$ cat config.mk
export PLATFORM = sky130hd
export DESIGN_NAME = icache_loader
export DESIGN_NICKNAME = d
export VERILOG_FILES = /design/src/rtl/icache_loader_pkg.sv /design/src/rtl/icache_loader_timeout.sv /design/src/rtl/icache_loader.sv
export SDC_FILE = /design/constraint.sdc
export NUM_CORES = 1
export LEC_CHECK = 0
export CAP_MARGIN = 20
export CORE_MARGIN = 10
export CORE_UTILIZATION = 30
export DETAILED_ROUTE_END_ITERATION = 16
export SLEW_MARGIN = 20
export SYNTH_ARGS = -nofsm -noshare
export SYNTH_HDL_FRONTEND = slang
export SYNTH_SLANG_ARGS = --single-unit
$ cat constraint.sdc
create_clock -name clk -period 1.6 [get_ports clk]
set_input_delay 0.24 -clock clk [delete_from_list [all_inputs] [get_ports clk]]
set_output_delay 0.24 -clock clk [all_outputs]
set_load 0.01 [all_outputs]
$ cat src/rtl/icache_loader_pkg.sv
// Shared types and constants for the instruction-cache loader: FSM states,
// frame sync byte, default frame limits and the count-field validity rule.
package icache_loader_pkg;

    typedef enum logic [2:0] {
        ST_IDLE  = 3'd0,
        ST_COUNT = 3'd1,
        ST_LOW   = 3'd2,
        ST_HIGH  = 3'd3,
        ST_CHECK = 3'd4
    } state_e;

    localparam logic [7:0] SYNC_BYTE              = 8'hA5;
    localparam int         DEFAULT_MAX_INSTR      = 128;
    localparam int         DEFAULT_TIMEOUT_CYCLES = 1_000_000;

    // A count field is usable when it names at least one and at most max_n instructions.
    function automatic logic count_ok(input logic [7:0] n, input logic [8:0] max_n);
        return (n != 8'd0) && ({1'b0, n} <= max_n);
    endfunction

endpackage

$ cat src/rtl/icache_loader_timeout.sv
// Inter-byte idle watchdog: counts cycles without a received byte while a
// frame is open and flags expiry on the TIMEOUT_CYCLES-th idle cycle.
module loader_timeout #(
    parameter int TIMEOUT_CYCLES = 1_000_000
) (
    input  logic clk,
    input  logic rst_n,
    input  logic clear,
    input  logic enable,
    output logic expired
);

    localparam int CW = $clog2(TIMEOUT_CYCLES + 1);
    localparam logic [CW-1:0] LAST = CW'(TIMEOUT_CYCLES - 1);

    logic [CW-1:0] cnt;

    assign expired = enable && !clear && (cnt == LAST);

    always_ff @(posedge clk or negedge rst_n) begin
        if (!rst_n) begin
            cnt <= '0;
        end else if (clear || !enable) begin
            cnt <= '0;
        end else if (!expired) begin
            cnt <= cnt + 1'b1;
        end
    end

endmodule

$ cat src/rtl/icache_loader.sv
// Serial frame loader: parses sync/count/payload/checksum frames from a byte
// stream and writes 16-bit instructions into the instruction store.
module icache_loader
    import icache_loader_pkg::*;
#(
    parameter int TIMEOUT_CYCLES = DEFAULT_TIMEOUT_CYCLES,
    parameter int MAX_INSTR      = DEFAULT_MAX_INSTR
) (
    input  logic        clk,
    input  logic        rst_n,
    input  logic [7:0]  rx_byte,
    input  logic        rx_valid,
    output logic        write_enable,
    output logic [7:0]  write_instruction_index,
    output logic [15:0] write_instruction,
    output logic        busy,
    output logic        program_valid,
    output logic        cpu_hold,
    output logic        load_done,
    output logic        load_error,
    output state_e      state_dbg
);

    // rx_valid is a one-cycle strobe with no back-pressure: every strobed byte
    // is consumed in the cycle it arrives, including the cycle a write is out.

    localparam logic [8:0] MAX_N = 9'(MAX_INSTR);

    state_e      state, state_next;
    logic [7:0]  count, count_d;
    logic [7:0]  index, index_d;
    logic [7:0]  checksum, checksum_d;
    logic [7:0]  low_byte, low_byte_d;
    logic [7:0]  wr_idx_d;
    logic [15:0] wr_data_d;
    logic        we_d, done_d, err_d, pv_d;
    logic        expired;

    loader_timeout #(
        .TIMEOUT_CYCLES(TIMEOUT_CYCLES)
    ) u_timeout (
        .clk    (clk),
        .rst_n  (rst_n),
        .clear  (rx_valid),
        .enable (state != ST_IDLE),
        .expired(expired)
    );

    always_comb begin
        state_next = state;
        count_d    = count;
        index_d    = index;
        checksum_d = checksum;
        low_byte_d = low_byte;
        wr_idx_d   = write_instruction_index;
        wr_data_d  = write_instruction;
        we_d       = 1'b0;
        done_d     = 1'b0;
        err_d      = 1'b0;
        pv_d       = program_valid;

        if (state != ST_IDLE && expired) begin
            err_d      = 1'b1;
            state_next = ST_IDLE;
        end else if (rx_valid) begin
            case (state)
                ST_IDLE: begin
                    if (rx_byte == SYNC_BYTE) begin
                        state_next = ST_COUNT;
                        pv_d       = 1'b0;
                        index_d    = 8'd0;
                        checksum_d = 8'd0;
                    end
                end
                ST_COUNT: begin
                    if (!count_ok(rx_byte, MAX_N)) begin
                        err_d      = 1'b1;
                        state_next = ST_IDLE;
                    end else begin
                        count_d    = rx_byte;
                        state_next = ST_LOW;
                    end
                end
                ST_LOW: begin
                    low_byte_d = rx_byte;
                    checksum_d = checksum ^ rx_byte;
                    state_next = ST_HIGH;
                end
                ST_HIGH: begin
                    checksum_d = checksum ^ rx_byte;
                    we_d       = 1'b1;
                    wr_data_d  = {rx_byte, low_byte};
                    wr_idx_d   = index;
                    index_d    = index + 8'd1;
                    state_next = (index == count - 8'd1) ? ST_CHECK : ST_LOW;
                end
                ST_CHECK: begin
                    if (rx_byte == checksum) begin
                        pv_d   = 1'b1;
                        done_d = 1'b1;
                    end else begin
                        err_d  = 1'b1;
                    end
                    state_next = ST_IDLE;
                end
                default: state_next = ST_IDLE;
            endcase
        end
    end

    always_ff @(posedge clk or negedge rst_n) begin
        if (!rst_n) begin
            state                   <= ST_IDLE;
            count                   <= 8'd0;
            index                   <= 8'd0;
            checksum                <= 8'd0;
            low_byte                <= 8'd0;
            write_instruction_index <= 8'd0;
            write_instruction       <= 16'd0;
            write_enable            <= 1'b0;
            load_done               <= 1'b0;
            load_error              <= 1'b0;
            program_valid           <= 1'b0;
        end else begin
            state                   <= state_next;
            count                   <= count_d;
            index                   <= index_d;
            checksum                <= checksum_d;
            low_byte                <= low_byte_d;
            write_instruction_index <= wr_idx_d;
            write_instruction       <= wr_data_d;
            write_enable            <= we_d;
            load_done               <= done_d;
            load_error              <= err_d;
            program_valid           <= pv_d;
        end
    end

    // The core stays held while a frame is open or no verified program exists.
    assign busy      = (state != ST_IDLE);
    assign cpu_hold  = busy | ~program_valid;
    assign state_dbg = state;

endmodule

==> results by group, run 1 <==
Timing
  • Final TNS setup: -0.3705 ns
  • Pins Over Slew Limit: 0
  • Clock skew: 0.006181 ns
  • Endpoints failing hold: 0
  • RSZ-0062 raised after global routing: true
  • Final setup viols: 12
  • Worst slew margin: 74.12%
  • Least-Margin Pin Slew: 0.3882 ns
  • Achievable Freq: 579.6 MHz
  • Period minus WS final: 1.725 ns
  • Final period utilization: 107.8%
  • Worst setup margin: -0.1254 ns

Logic synthesis
  • Mapped Nets: 378
  • Synth top area cells: dfrtp_1 52%, mux2_2 11%, xor2_1 5.4%
  • #FFs+latches synth: 83
  • Yosys top cell area share: 51.55%
  • Top_reg_cell synth: dfrtp_1
  • Mapped Area: 4029 sq um
  • Top cell type by total area after synthesis: dfrtp_1
  • Syn Area/Cell: 11.07 sq um
  • Sequential fraction of the synthesis area: 51.55%
  • Async SR Flop Fraction: 100.0%
  • Distinct cells, synth: 47
  • Cells after Synth: 364
  • Yosys warns: 0
  • Number of flops mapped to enable cells by yosys: 0

Clock tree
  • Clock Latency Late Sink: 0.34 ns
  • H-tree Lvls: 3
  • Clock Path Buffers: 2
  • CTS sink count: 83
  • CTS tree: done
  • Reg clk slew, reported paths: 0.06 ns
  • TritonCTS buffer count: 9
  • Root buf cell: clkbuf_16

Setup path
  • Critical path, cell by cell: inv_2 -> ha_4 -> buf_4 -> buf_4 -> a32oi_2 -> nor3b_2 -> o31ai_2 -> o21ai_1
  • Slowest cell delay on critical path: 0.37 ns
  • Most frequent CP cell: buf_4
  • Critical path class: flop to flop
  • CP required: 1.80 ns
  • Data arrival, critical path: 1.93 ns
  • Critical Path Fanout Max: 5
  • CP max stage cell: dfrtp_1
  • Critical path capture point type: flop
  • Worst setup SP type: flop

Placed design
  • DP Worst Slack: -0.5847 ns
  • Dpl hpwl: 7.509 mm
  • Placed insts: 642
  • # port buffers: 43
  • GPL Wtd Cong: 0.8392

Power
  • Pwr Total: 10,050 uW
  • Max rail drop VDD: 1.136 mV
  • Pwr/cell area: 1621 nW/um^2
  • Leak Pwr: 0.002902 uW

Detailed routing
  • DRT Pass-1 Iters: 4
  • # DRC: 0
  • Vias per inst: 4.771
  • DR iter-0 viols: 174
  • Post-Route WL: 11.48 mm
  • Routed Antenna Nets: 0
  • Drt wl/cell: 16.89 um
  • Via count: 3,244

GRT
  • Aggregate global routing overflow: 0
  • Total GRT Usage: 11.80%
  • First-pass GRT wire length: 17.31 mm
  • Vias in the first global route: 3,380
  • Initial antenna violation count: 0
  • Pin count of the biggest net entering global routing: 36

Job
  • Max cap viols: 0

Layout
  • P&R area growth vs syn: 53.94%
  • Nets: 514
  • Fillers: 1,205
  • Share of layout cells above drive strength 1: 43.85%
  • Final core utilization: 47.02%
  • Ant diodes: 0
  • Post-route insts no fill: 680

Floorplanning
  • Initial core utilization: 30.54%
  • Core area: 13,190 sq um
  • I/O pins: 44
  • Die width: 135.9 um
  • Row count: 42
  • Chip height: 135.9 um
  • Die Area: 18,460 sq um

Run status
  • Run status: complete, but fails checks
  • Failing checks: negative setup slack

Min path
  • Hold WC Path Type: primary input to async pin
placed cells by master, fill, tap and decap left out, drive strengths merged, types with 5 or more instances in the layout:
cell | netlist | routed
nor2 | 44 | 44
clkbuf | 7 | 14
and3 | 5 | 5
nand2 | 33 | 33
nor3 | 6 | 6
and4 | 5 | 5
mux2 | 39 | 39
xnor2 | 19 | 19
xor2 | 26 | 26
buf | 7 | 95
nand4 | 7 | 7
nand3 | 14 | 15
a21o | 9 | 9
clkdlybuf4s50 | 0 | 28
dfrtp | 83 | 83
inv | 5 | 5
dlymetal6s2s | 0 | 5
o21ai | 19 | 19
nor4 | 6 | 6
worst max-delay path, delay by kind of cell (launching register included):
family,cells,cell delay [ns]
compound gates,3,0.64
flops,1,0.37
buf+inv,3,0.33
fa+ha+maj,1,0.17
simple gates,1,0.07
Yosys cell counts (2+ instances only):
| cell | instances |
|---|---|
| xor2_1 | 25 |
| nand3_1 | 13 |
| nand2_1 | 33 |
| xnor2_1 | 19 |
| and4_1 | 4 |
| clkbuf_8 | 2 |
| ha_1 | 3 |
| nor2_1 | 42 |
| and2_1 | 2 |
| and3_1 | 5 |
| a21oi_1 | 3 |
| nor4b_1 | 4 |
| nor4_1 | 5 |
| nor3_1 | 5 |
| nor2_2 | 2 |
| a21o_1 | 9 |
| a31oi_1 | 2 |
| buf_2 | 3 |
| o21ai_0 | 19 |
| buf_4 | 3 |
| o31ai_1 | 2 |
| nand4_1 | 6 |
| mux2_2 | 39 |
| nor3b_1 | 3 |
| dfrtp_1 | 83 |
| clkbuf_2 | 4 |
| inv_1 | 4 |
final timing paths:
path | startpoint | endpoint | slack (ns) | cells past startpoint
max in group asynchronous | rst_n | write_instruction[10] | 0.77 | 3
min in group clk | rx_byte[6] | write_instruction[14] | 0.36 | 3
min | rst_n | write_instruction_index[7] | 0.35 | 2
max | count[1] | state_dbg[2] | -0.13 | 8
max reg2reg | count[1] | state_dbg[2] | -0.13 | 8
min reg2reg | write_instruction_index[0] | write_instruction_index[0] | 0.48 | 2
sequential cells by signal, summed over array words and instances, names as in the netlist:
name and cells:
state_dbg 3, load_done 1, load_error 1, count 8, write_enable 1, index 8
low_byte 8, u_timeout.cnt 20, program_valid 1, checksum 8, write_instruction_index 8, write_instruction 16
power breakdown:
part / total, uW / switching, uW / leakage (uW) / internal, uW
Clock: 2230 / 838 / 0.000154 / 1400
Combinational: 4580 / 1940 / 0.00168 / 2640
Sequential: 3240 / 496 / 0.00107 / 2750
Total: 10100 / 3270 / 0.00290 / 6790
final cells by class:
class                   count  area [sq um]  share of cell area, %
inverters                   5         26.28                 0.4236
clock inverters             5         77.57                  1.251
repair buffers            138          1275                  20.56
clock buffers              10         239.0                  3.853
well taps                 176         220.2                  3.551
flip-flops and latches     83          2078                  33.51
multi-input cells         263          2286                  36.86
metal layers:
metal	wire, um	global-route usage (%)
met2	5780	19.74
met3	546	3.653
met5	0	0
met4	142	3.728
met1	5013	14.16
repair_timing:
item                                    CTS  global route
pin swaps                                19            33
endpoints found under the hold margin    16             0
cloned                                    1             3
endpoints found under the setup margin   30            78
setup buffers                            12             7
hold buffers                              1             0
resized for setup                        43           101
stage by stage:
step / instance area, sq um / hold slack (ns)
after global routing: 6202 / 0.3737
final: 6202 / 0.3498
after floorplan: 4089 / -0.05559
after detailed placement: 5229 / 0.1456
after global placement: 5229 / 0.1463
after CTS: 5729 / 0.3477
cell families after synthesis:
group / Yosys count / synth area share (%)
XOR/XNOR: 45 / 9.969
buffers and inverters: 19 / 2.950
AO/OA/AOI/OAI: 39 / 6.087
adder cells (fa/ha/maj): 3 / 0.9318
flip-flops: 83 / 51.55
multiplexers: 40 / 11.15
AND/OR/NAND/NOR: 135 / 17.36
Note: power is estimated with default switching activity, not from simulation.
==> inputs of run 2 (changes only) <==
- CORE_MARGIN: 10 -> default
==> results by group, run 2 (synthesis results as in run 1) <==
Floorplanning
  • I/O pins: 44 (unchanged)
  • Core area: 12,880 sq um (-2.4%)
  • Die Area: 13,900 sq um (-25%)
  • Row count: 41 (-2.4%)
  • Initial core utilization: 31.29% (+0.74 points)
  • Chip height: 117.9 um (-13%)
  • Die width: 117.9 um (-13%)

Detailed routing
  • DR WL met3: 376 um (-31%)
  • Vias per inst: 4.693 (-1.6%)
  • Routed Antenna Nets: 0 (unchanged)
  • Post-Route WL: 10.53 mm (-8.3%)
  • Wl on met1: 5.090 mm (+1.5%)
  • # DRC: 0 (unchanged)
  • Top Metal Used: met4
  • DRT Pass-1 Iters: 4 (unchanged)
  • DR iter-0 viols: 108 (-38%)
  • Drt wl/cell: 15.62 um (-7.5%)
  • Via count: 3,163 (-2.5%)
  • Metal2 WL: 4.867 mm (-16%)

Timing
  • Endpoints failing hold: 0 (unchanged)
  • Clock skew: 0.007286 ns (+0.001105 ns)
  • Worst slew margin: 75.27% (+1.2 points)
  • Achievable Freq: 569.5 MHz (-1.7%)
  • Final setup viols: 26 (+14)
  • RSZ-0062 raised after global routing: true
  • Final period utilization: 109.7% (+1.9 points)
  • Least-Margin Pin Slew: 0.3657 ns (-0.02243 ns)
  • Worst setup margin: -0.1558 ns (-0.03043 ns)
  • Period minus WS final: 1.756 ns (+0.03043 ns)
  • Pins Over Slew Limit: 0 (unchanged)

GRT
  • Total GRT Usage: 15.69% (+3.9 points)
  • Pin count of the biggest net entering global routing: 39 (+8.3%)
  • Initial antenna violation count: 0 (unchanged)
  • Aggregate global routing overflow: 0 (unchanged)
  • First-pass GRT wire length: 16.77 mm (-3.1%)
  • Vias in the first global route: 3,250 (-3.8%)

Layout
  • P&R area growth vs syn: 52.86%
  • Final core utilization: 47.83% (+0.81 points)
  • Share of layout cells above drive strength 1: 42.23% (-1.6 points)
  • Biggest register: u_timeout.cnt
  • Commonest non-fill, non-tap cell in the layout: dfrtp_1
  • Top flop regs: u_timeout.cnt x20, write_instruction x16
  • Ant diodes: 0 (unchanged)
  • Most frequent cells in the layout: 82 x dfrtp_1, 75 x buf_4, 39 x nor2_1
  • Largest register FFs: 20 (unchanged)
  • Nets: 511 (-0.58%)

Clock tree
  • Root buf cell: clkbuf_16
  • Clock Path Buffers: 2 (unchanged)
  • CTS tree: done
  • H-tree Lvls: 3 (unchanged)
  • Clock Latency Late Sink: 0.35 ns (about the same)
  • Reg clk slew, reported paths: 0.06 ns (about the same)
  • CTS sink count: 83 (unchanged)
  • TritonCTS buffer count: 9 (unchanged)

Power
  • Leak Pwr: 0.002845 uW (-2.0%)
  • Pwr/cell area: 1613 nW/um^2 (-0.52%)
  • Max rail drop VDD: 0.9999 mV (-12%)

Setup path
  • CP required: 1.84 ns (+0.04 ns)
  • Critical Path Fanout Max: 7 (+2)
  • Critical path capture point type: flop
  • Critical path class: flop to flop
  • Worst setup SP type: flop
  • Data arrival, critical path: 2.00 ns (+0.07 ns)

Placed design
  • # port buffers: 43 (unchanged)
  • DP Worst Slack: -0.4875 ns (+0.09721 ns)
  • Dpl hpwl: 6.760 mm (-10%)
  • GPL Wtd Cong: 0.8121 (-3.2%)

Job
  • Max cap viols: 0 (unchanged)

Min path
  • Hold WC Path Type: primary input to async pin

Run status
  • Failing checks: negative setup slack
  • Run status: complete, but fails checks
==> run 2: cell count changes in the layout (fill, tap and decap cells not counted), moves of 3 or more <==
cell     previous run  this run
nor3_2              6         2
nand3_2             2         5
nand3_1            11         8
buf_6              12         9
buf_4              78        75
nor3_1              0         3
==> run 2: layout make-up <==
cell class | instances | area, sq um
clock buffer | 11 | 252.7
clock inverter | 5 | 75.07
fill | 1180 | 6718
inverter | 5 | 21.27
multi-input combinational | 263 | 2266
sequential | 83 | 2078
tap | 172 | 215.2
timing repair buffer | 135 | 1250
==> run 2: where the power goes <==
group          internal, uW  switching [uW]
logic                  2560            1850
registers              2750             475
clock network          1440             859
total                  6750            3190
==> run 2: per-stage QoR <==
| stage | setup TNS [ns] | cell area (sq um) | power (uW) | std cells | hold WS, ns |
|---|---|---|---|---|---|
| finish | -1.647 | 6158 | 9932 | 674 | 0.3134 |
| global route | -4.108 | 6158 | 10470 | 674 | 0.3296 |
| global placement | -22.61 | 5224 | 6599 | 638 | 0.1355 |
| detailed placement | -23.20 | 5224 | 6701 | 638 | 0.1404 |
| CTS | -1.065 | 5908 | 9684 | 668 | 0.3083 |
| floorplan | -0.2757 | 4089 | 5128 | 364 | -0.05559 |
==> run 2: path summary, 6_finish.rpt <==
check / start / to / slack (ns) / cells after the start
max in group asynchronous: rst_n / u_timeout.cnt[1] / 0.74 / 3
min in group clk: rx_byte[0] / low_byte[0] / 0.34 / 2
min reg2reg: write_instruction_index[0] / write_instruction_index[0] / 0.49 / 2
min: rst_n / index[3] / 0.31 / 2
max: u_timeout.cnt[1] / state_dbg[1] / -0.16 / 7
max reg2reg: u_timeout.cnt[1] / state_dbg[1] / -0.16 / 7
==> run 2: layer usage <==
layer,global-route usage [%],vias to the layer above
met2,24.04,57
met3,3.731,15
met5,0,-
met4,6.410,0
li1,-,1528
met1,21.14,1563
==> run 2: worst max-delay path, stage by stage, from the launching register on <==
cell and delay (ns):
dfrtp_1 0.36, ha_2 0.18, and3_4 0.17, and3_4 0.21, nand4_4 0.17, nor2_1 0.25
o21ai_0 0.14, a21o_1 0.17
==> run 2: timing repair <==
item | CTS | global route
setup buffers | 12 | 7
hold buffers | 1 | 0
endpoints found under the hold margin | 16 | 0
gates cloned | 2 | 1
endpoints found under the setup margin | 57 | 75
resized for setup | 67 | 64
pin swaps | 15 | 28
==> inputs of run 3 (changes only) <==
- CAP_MARGIN: 20 -> 10
- CELL_PAD_IN_SITES_DETAIL_PLACEMENT: default -> 1
- CELL_PAD_IN_SITES_GLOBAL_PLACEMENT: default -> 2
- CORE_UTILIZATION: 30 -> 34
- PLACE_DENSITY_LB_ADDON: default -> 0.1
==> results by group, run 3 (synthesis results as in run 1) <==
Clock tree
  • Clock Path Buffers: 2 (unchanged)
  • Root buf cell: clkbuf_16
  • Reg clk slew, reported paths: 0.06 ns (about the same)
  • TritonCTS buffer count: 9 (unchanged)
  • CTS tree: done
  • CTS sink count: 83 (unchanged)
  • H-tree Lvls: 3 (unchanged)
  • Clock Latency Late Sink: 0.35 ns (about the same)

Timing
  • Least-Margin Pin Slew: 0.3859 ns (+0.02016 ns)
  • Endpoints failing hold: 0 (unchanged)
  • Final period utilization: 105.9% (-3.8 points)
  • Clock skew: 0.007509 ns (+0.0002223 ns)
  • Hold slack final: 0.3340 ns (+0.02061 ns)
  • Worst setup margin: -0.09461 ns (+0.06123 ns)
  • RSZ-0062 raised after global routing: true
  • Achievable Freq: 590.1 MHz (+3.6%)
  • Final setup viols: 10 (-62%)
  • Period minus WS final: 1.695 ns (-0.06123 ns)
  • Pins Over Slew Limit: 0 (unchanged)
  • Worst slew margin: 74.27% (-1.0 points)
  • Final TNS setup: -0.4149 ns (+1.233 ns)

Placed design
  • # port buffers: 43 (unchanged)
  • Dpl hpwl: 7.655 mm (+13%)
  • GPL Wtd Cong: 0.7610 (-6.3%)
  • DP Worst Slack: -0.5107 ns (-0.02324 ns)

Power
  • Psw: 3096 uW (-2.8%)
  • Internal power: 6216 uW (-7.9%)
  • Pwr Total: 9311 uW (-6.2%)
  • Clock power share: 20.8% (-2.4 points)
  • Pwr/cell area: 1571 nW/um^2 (-2.6%)
  • Reg power frac: 34.2% (+1.8 points)
  • Logic pwr share: 44.9% (+0.5 points)
  • Leak Pwr: 0.002678 uW (-5.9%)
  • Max rail drop VDD: 0.9399 mV (-6.0%)
  • Sw frac: 33.24% (+1.2 points)

Detailed routing
  • Drt wl/cell: 17.41 um (+11%)
  • Vias per inst: 4.939 (+5.3%)
  • Routed Antenna Nets: 0 (unchanged)
  • Post-Route WL: 11.21 mm (+6.5%)
  • DRT Pass-1 Iters: 4 (unchanged)
  • # DRC: 0 (unchanged)
  • Via count: 3,181 (+0.57%)
  • DR iter-0 viols: 72 (-33%)

Min path
  • Hold WC Path Type: primary input to async pin

Layout
  • Nets: 512 (+0.20%)
  • Ant diodes: 0 (unchanged)
  • Most frequent cells in the layout: 81 x dfrtp_1, 80 x buf_4, 38 x nor2_1, 38 x mux2_2, 29 x clkdlybuf4s50_1
  • Top flop regs: u_timeout.cnt x20, write_instruction x16
  • Biggest register: u_timeout.cnt
  • Commonest non-fill, non-tap cell in the layout: dfrtp_1
  • P&R area growth vs syn: 47.11%
  • Share of layout cells above drive strength 1: 42.32% (+0.084 points)
  • Largest register FFs: 20 (unchanged)
  • Fillers: 1,197 (+1.4%)

GRT
  • GR met3 Demand/Resource: 4.647% (+0.92 points)
  • GR Layer Usage met1: 24.12% (+3.0 points)
  • Total GRT Usage: 19.13% (+3.4 points)
  • M2 GR Usage: 31.93% (+7.9 points)
  • Vias in the first global route: 3,498 (+7.6%)
  • Initial antenna violation count: 0 (unchanged)
  • First-pass GRT wire length: 18.04 mm (+7.6%)
  • Aggregate global routing overflow: 0 (unchanged)
  • Gr busiest metal: met2
  • Pin count of the biggest net entering global routing: 35 (-10%)

Floorplanning
  • Die Area: 12,290 sq um (-12%)
  • Row count: 39 (-4.9%)
  • Initial core utilization: 35.13% (+3.8 points)
  • I/O pins: 44 (unchanged)
  • Core area: 11,470 sq um (-11%)
  • Chip height: 110.9 um (-6.0%)
  • Die width: 110.9 um (-6.0%)

Setup path
  • Critical Path Fanout Max: 3 (-4)
  • Critical path class: flop to flop
  • Register-to-Register Path Depth: 7 (unchanged)
  • Data arrival, critical path: 1.91 ns (-0.09 ns)
  • CP required: 1.82 ns (-0.02 ns)
  • Critical path capture point type: flop
  • Worst setup SP type: flop

Job
  • Max cap viols: 0 (unchanged)

Run status
  • Failing checks: negative setup slack
  • Run status: complete, but fails checks
## run 3: cell types whose count changed in the layout (fill, tap and decap cells not counted), moves of 5 or more
cell     delta
buf_4       +5
mux2_2     +30
o21ai_0     +8
o21ai_1     -8
mux2_4     -30
## run 3: metal layers
metal,vias up,routed length (um)
met1,1602,5134
met4,0,157
met5,-,0
li1,1529,-
met3,9,311
met2,41,5606
## run 3: path summary, 6_finish.rpt
kind,from,end,slack (ns)
worst min register to register,write_instruction_index[0],write_instruction_index[0],0.48
worst max-delay path,count[3],state_dbg[2],-0.09
min in group clk,rx_byte[5],count[5],0.42
max in group asynchronous,rst_n,state_dbg[2],0.77
worst max register to register,count[3],state_dbg[2],-0.09
worst min-delay path,rst_n,write_instruction_index[4],0.33
## run 3: what timing repair did
action                     4_1_cts  5_1_grt
setup endpoints to repair       46       45
gates cloned                     1        2
hold buffers                     1        0
resized for setup               38       47
pin swaps                       21       26
hold endpoints to repair        18        0
buffers inserted                10        9
## run 3: worst max-delay path, cell delays in order (launching register included)
cell	delay [ns]
dfrtp_1	0.40
nor4_2	0.28
buf_4	0.18
nand2_4	0.05
xor2_2	0.12
nor3b_2	0.07
o31ai_2	0.36
o21ai_1	0.11
## run 3: through the flow
stage	utilization (%)	std cells	area, sq um
global placement	45.35	609	5200
finish	51.69	644	5927
floorplan	-	364	4089
CTS	49.02	634	5622
global route	51.69	644	5927
detailed placement	45.35	609	5200
## run 3: layout make-up
class,count,area (sq um),area share [%]
Inverter,5,23.77,0.4011
Timing Repair Buffer,136,1226,20.69
Clock buffer,11,252.7,4.264
Clock inverter,3,15.01,0.2533
Tap cell,143,178.9,3.019
Sequential cell,83,2079,35.09
Multi-Input combinational cell,263,2151,36.29
## run 3: power groups by stage
stage / sequential [uW] / clock, uW / combinational [uW]
2_1_floorplan: 3320 / 0 / 1810
5_1_grt: 3280 / 2090 / 4550
3_3_place_gp: 3190 / 0 / 3500
3_5_place_dp: 3230 / 0 / 3560
6_report: 3190 / 1940 / 4180
4_1_cts: 3190 / 2000 / 3840
==> RTL change, RTL diff (settings of run 2) <==
Remove the register `write_enable`: a continuous assignment takes its place, so the output `write_enable` follows one clock earlier.
--- a/src/rtl/icache_loader.sv
+++ b/src/rtl/icache_loader.sv
@@ -117,7 +117,6 @@
             low_byte                <= 8'd0;
             write_instruction_index <= 8'd0;
             write_instruction       <= 16'd0;
-            write_enable            <= 1'b0;
             load_done               <= 1'b0;
             load_error              <= 1'b0;
             program_valid           <= 1'b0;
@@ -129,12 +128,13 @@
             low_byte                <= low_byte_d;
             write_instruction_index <= wr_idx_d;
             write_instruction       <= wr_data_d;
-            write_enable            <= we_d;
             load_done               <= done_d;
             load_error              <= err_d;
             program_valid           <= pv_d;
         end
     end
+
+    assign write_enable = we_d;
 
     // The core stays held while a frame is open or no verified program exists.
     assign busy      = (state != ST_IDLE);
Check against the original RTL: not equivalent (Yosys sat finds a counterexample within 4 cycles, from zero or initial values and one cycle with rst_n low).
==> RTL change against run 2 <==
- the flow still finishes with violations (setup timing)
- area after synthesis is 0.62% lower
- synthesized cell count decreased by 0.27%
- largest power group unchanged
- power fell by 6.1%
- clock skew is 0.98 ps lower
- wire length decreased by 8.5%
- highest routed layer unchanged
- register-to-register slack improved by 80 ps
- cell area shrank 5.5%
- sequential cell count is 1 lower
- worst setup slack better by 18 ps
==> RTL change: results (changes against run 2) <==
| Metric | Value |
|---|---|
| Status | `finished, violations left` |
| Failing checks | `setup timing` |
| Worst setup path startpoint | `state_dbg[1]$_DFFE_PN0P_` |
| CTS Buf Count | `9 (unchanged)` |
| Final non-filler cell total | `663 (-1.6%)` |
| Async S/R FF share, synth | `100% (unchanged)` |
| Synth area leaders | `dfrtp_1, mux2_2, xor2_1` |
| Number of global-route vias before repair | `3276 (+0.80%)` |
| Layout cells sized above 1 | `38.1% (-4.1 points)` |
| Worst hold path class | `primary input to flop` |
| Clock Skews | `6.31 ps (-0.981 ps)` |
| Final WL | `9630 µm (-8.5%)` |
| Placed Cells | `640 (+0.31%)` |
| Routed vias | `3105 (-1.8%)` |
| Bufs on Longest Clock Path | `2 (unchanged)` |
| Worst VDD drop | `1.01 mV (+1.2%)` |
| Initial antenna violation count | `0 (unchanged)` |
| R2r setup slk | `-80 ps (+80 ps)` |
| LEAKAGE | `2.60 nW (-8.7%)` |
| Slowest-stage cell, CP | `clkdlybuf4s50_1` |
| Largest net degree at the start of global routing | `83 (+110%)` |
| Sequential area share after synthesis | `51.2% (-0.30 points)` |
| Slew @ Worst Pin | `443 ps (+77.7 ps)` |
| Final WS setup | `-138 ps (+18.0 ps)` |
| Tot GR Track Use | `14.8% (-0.84 points)` |
| Yosys warnings | `0 (unchanged)` |
| Area after DPL | `0.00518 mm² (-0.84%)` |
| Synth Net Count | `377 (-0.26%)` |
| WP data arrival | `1500 ps (-500 ps)` |
| Delay-heaviest family, CP | `buffers and inverters` |
| Syn avg cell area | `11.0 µm² (-0.35%)` |
| Drt pass-1 iters | `4 (unchanged)` |
| Largest registers | `u_timeout.cnt: 20 flops, write_instruction: 16 flops` |
| Yosys cell types | `47 (unchanged)` |
| Clk root buf | `clkbuf_16` |
| Clock slew at reported path FFs | `60 ps (about the same)` |
| Nets@finish | `500 (-2.2%)` |
| Diode count | `0 (unchanged)` |
| CP peak stage delay | `520 ps (+160 ps)` |
| Hold Crit Start | `rx_byte[1]` |
| Final setup fails | `10 (-62%)` |
| Worst-skew pair later-pin latency | `about 340 ps` |
| Worst reg2reg path startpoint | `count[0]$_DFFE_PN0P_` |
| Peak fanout along the critical path | `6 (-1)` |
| First-pass GRT wire length | `16100 µm (-4.2%)` |
| Iter 0 DRT Violations | `135 (+25%)` |
| Hpwl dp | `6760 µm (about the same)` |
| Max Cap Violations | `0 (unchanged)` |
| Synth top cells by count | `dfrtp_1, nor2_1, mux2_2, nand2_1, xor2_1` |
| Placer congestion estimate | `0.785 (-3.4%)` |
| H-tree depth | `3 (unchanged)` |
| Port buffer count | `43 (unchanged)` |
| Hold_ws | `423 ps (+110 ps)` |
## RTL change: repair_timing
action                                  in CTS  in global routing
gates resized for setup                     37                 35
endpoints found under the hold margin       82                  0
pin swaps                                   16                 29
endpoints found under the setup margin      50                 58
gates cloned                                 1                  0
hold buffers                                 1                  0
setup buffers                                3                  4
## RTL change: path summary, 6_finish.rpt
| check | to | cells after the start |
|---|---|---|
| max | state_dbg[1] | 2 |
| min | count[1]$_DFFE_PN0P_ | 3 |
| max reg2reg | state_dbg[1]$_DFFE_PN0P_ | 8 |
| min reg2reg | write_instruction[2]$_DFFE_PN0P_ | 1 |
| max in group asynchronous | state_dbg[2]$_DFFE_PN0P_ | 3 |
| min in group asynchronous | u_timeout.cnt[18]$_DFFE_PN0P_ | 3 |
## RTL change: metal layers
metal	vias to the layer above	global-route usage (%)	share of wire, %	wire length (µm)
li1	1501	-	-	-
met2	50	24.4	48	4640
met1	1543	18.8	47	4540
met4	0	5.05	1.4	137
met3	11	3.97	3.3	317
met5	-	0	0	0
## RTL change: cell type report
| class | count | area [µm²] |
|---|---|---|
| clock buffer | 10 | 229 |
| timing repair buffer | 125 | 1110 |
| clock inverter | 6 | 115 |
| multi-input combinational | 263 | 2070 |
| fill | 1208 | 7010 |
| inverter | 5 | 18.8 |
| tap | 172 | 215 |
| sequential | 82 | 2050 |
## RTL change: stage by stage
step	total power, mW	worst slack (ps)	setup TNS (ps)
2_1_floorplan	5.08	-26.7	-106
3_3_place_gp	6.55	-476	-23740
3_5_place_dp	6.65	-468	-24410
4_1_cts	9.26	-163	-667
5_1_grt	9.90	-217	-2650
6_report	9.33	-138	-497
## RTL change: kinds of logic (layout without fill, tap and decap cells)
| group | count (synthesis) | count (layout) | synth area share [%] |
|---|---|---|---|
| AO/OA/AOI/OAI | 39 | 39 | 6.12 |
| AND/OR/NAND/NOR | 135 | 136 | 17.5 |
| XOR/XNOR | 45 | 45 | 10.0 |
| flip-flops | 82 | 82 | 51.3 |
| buffers and inverters | 19 | 146 | 2.97 |
| adder cells (fa/ha/maj) | 3 | 3 | 0.938 |
| multiplexers | 40 | 40 | 11.2 |
## RTL change: power by group
part	switching (mW)	internal, mW
clock network	0.836	1.53
registers	0.481	2.71
logic	1.61	2.16
total	2.92	6.41
## RTL change: worst register-to-register path: cells and delay by family, from the launching register on
kind	cells	cell delay, ps
DFF	1	360
and+or+nand+nor	2	480
adders and majority gates	1	170
AOI/OAI and AO/OA	3	370
buffers and inverters	2	190
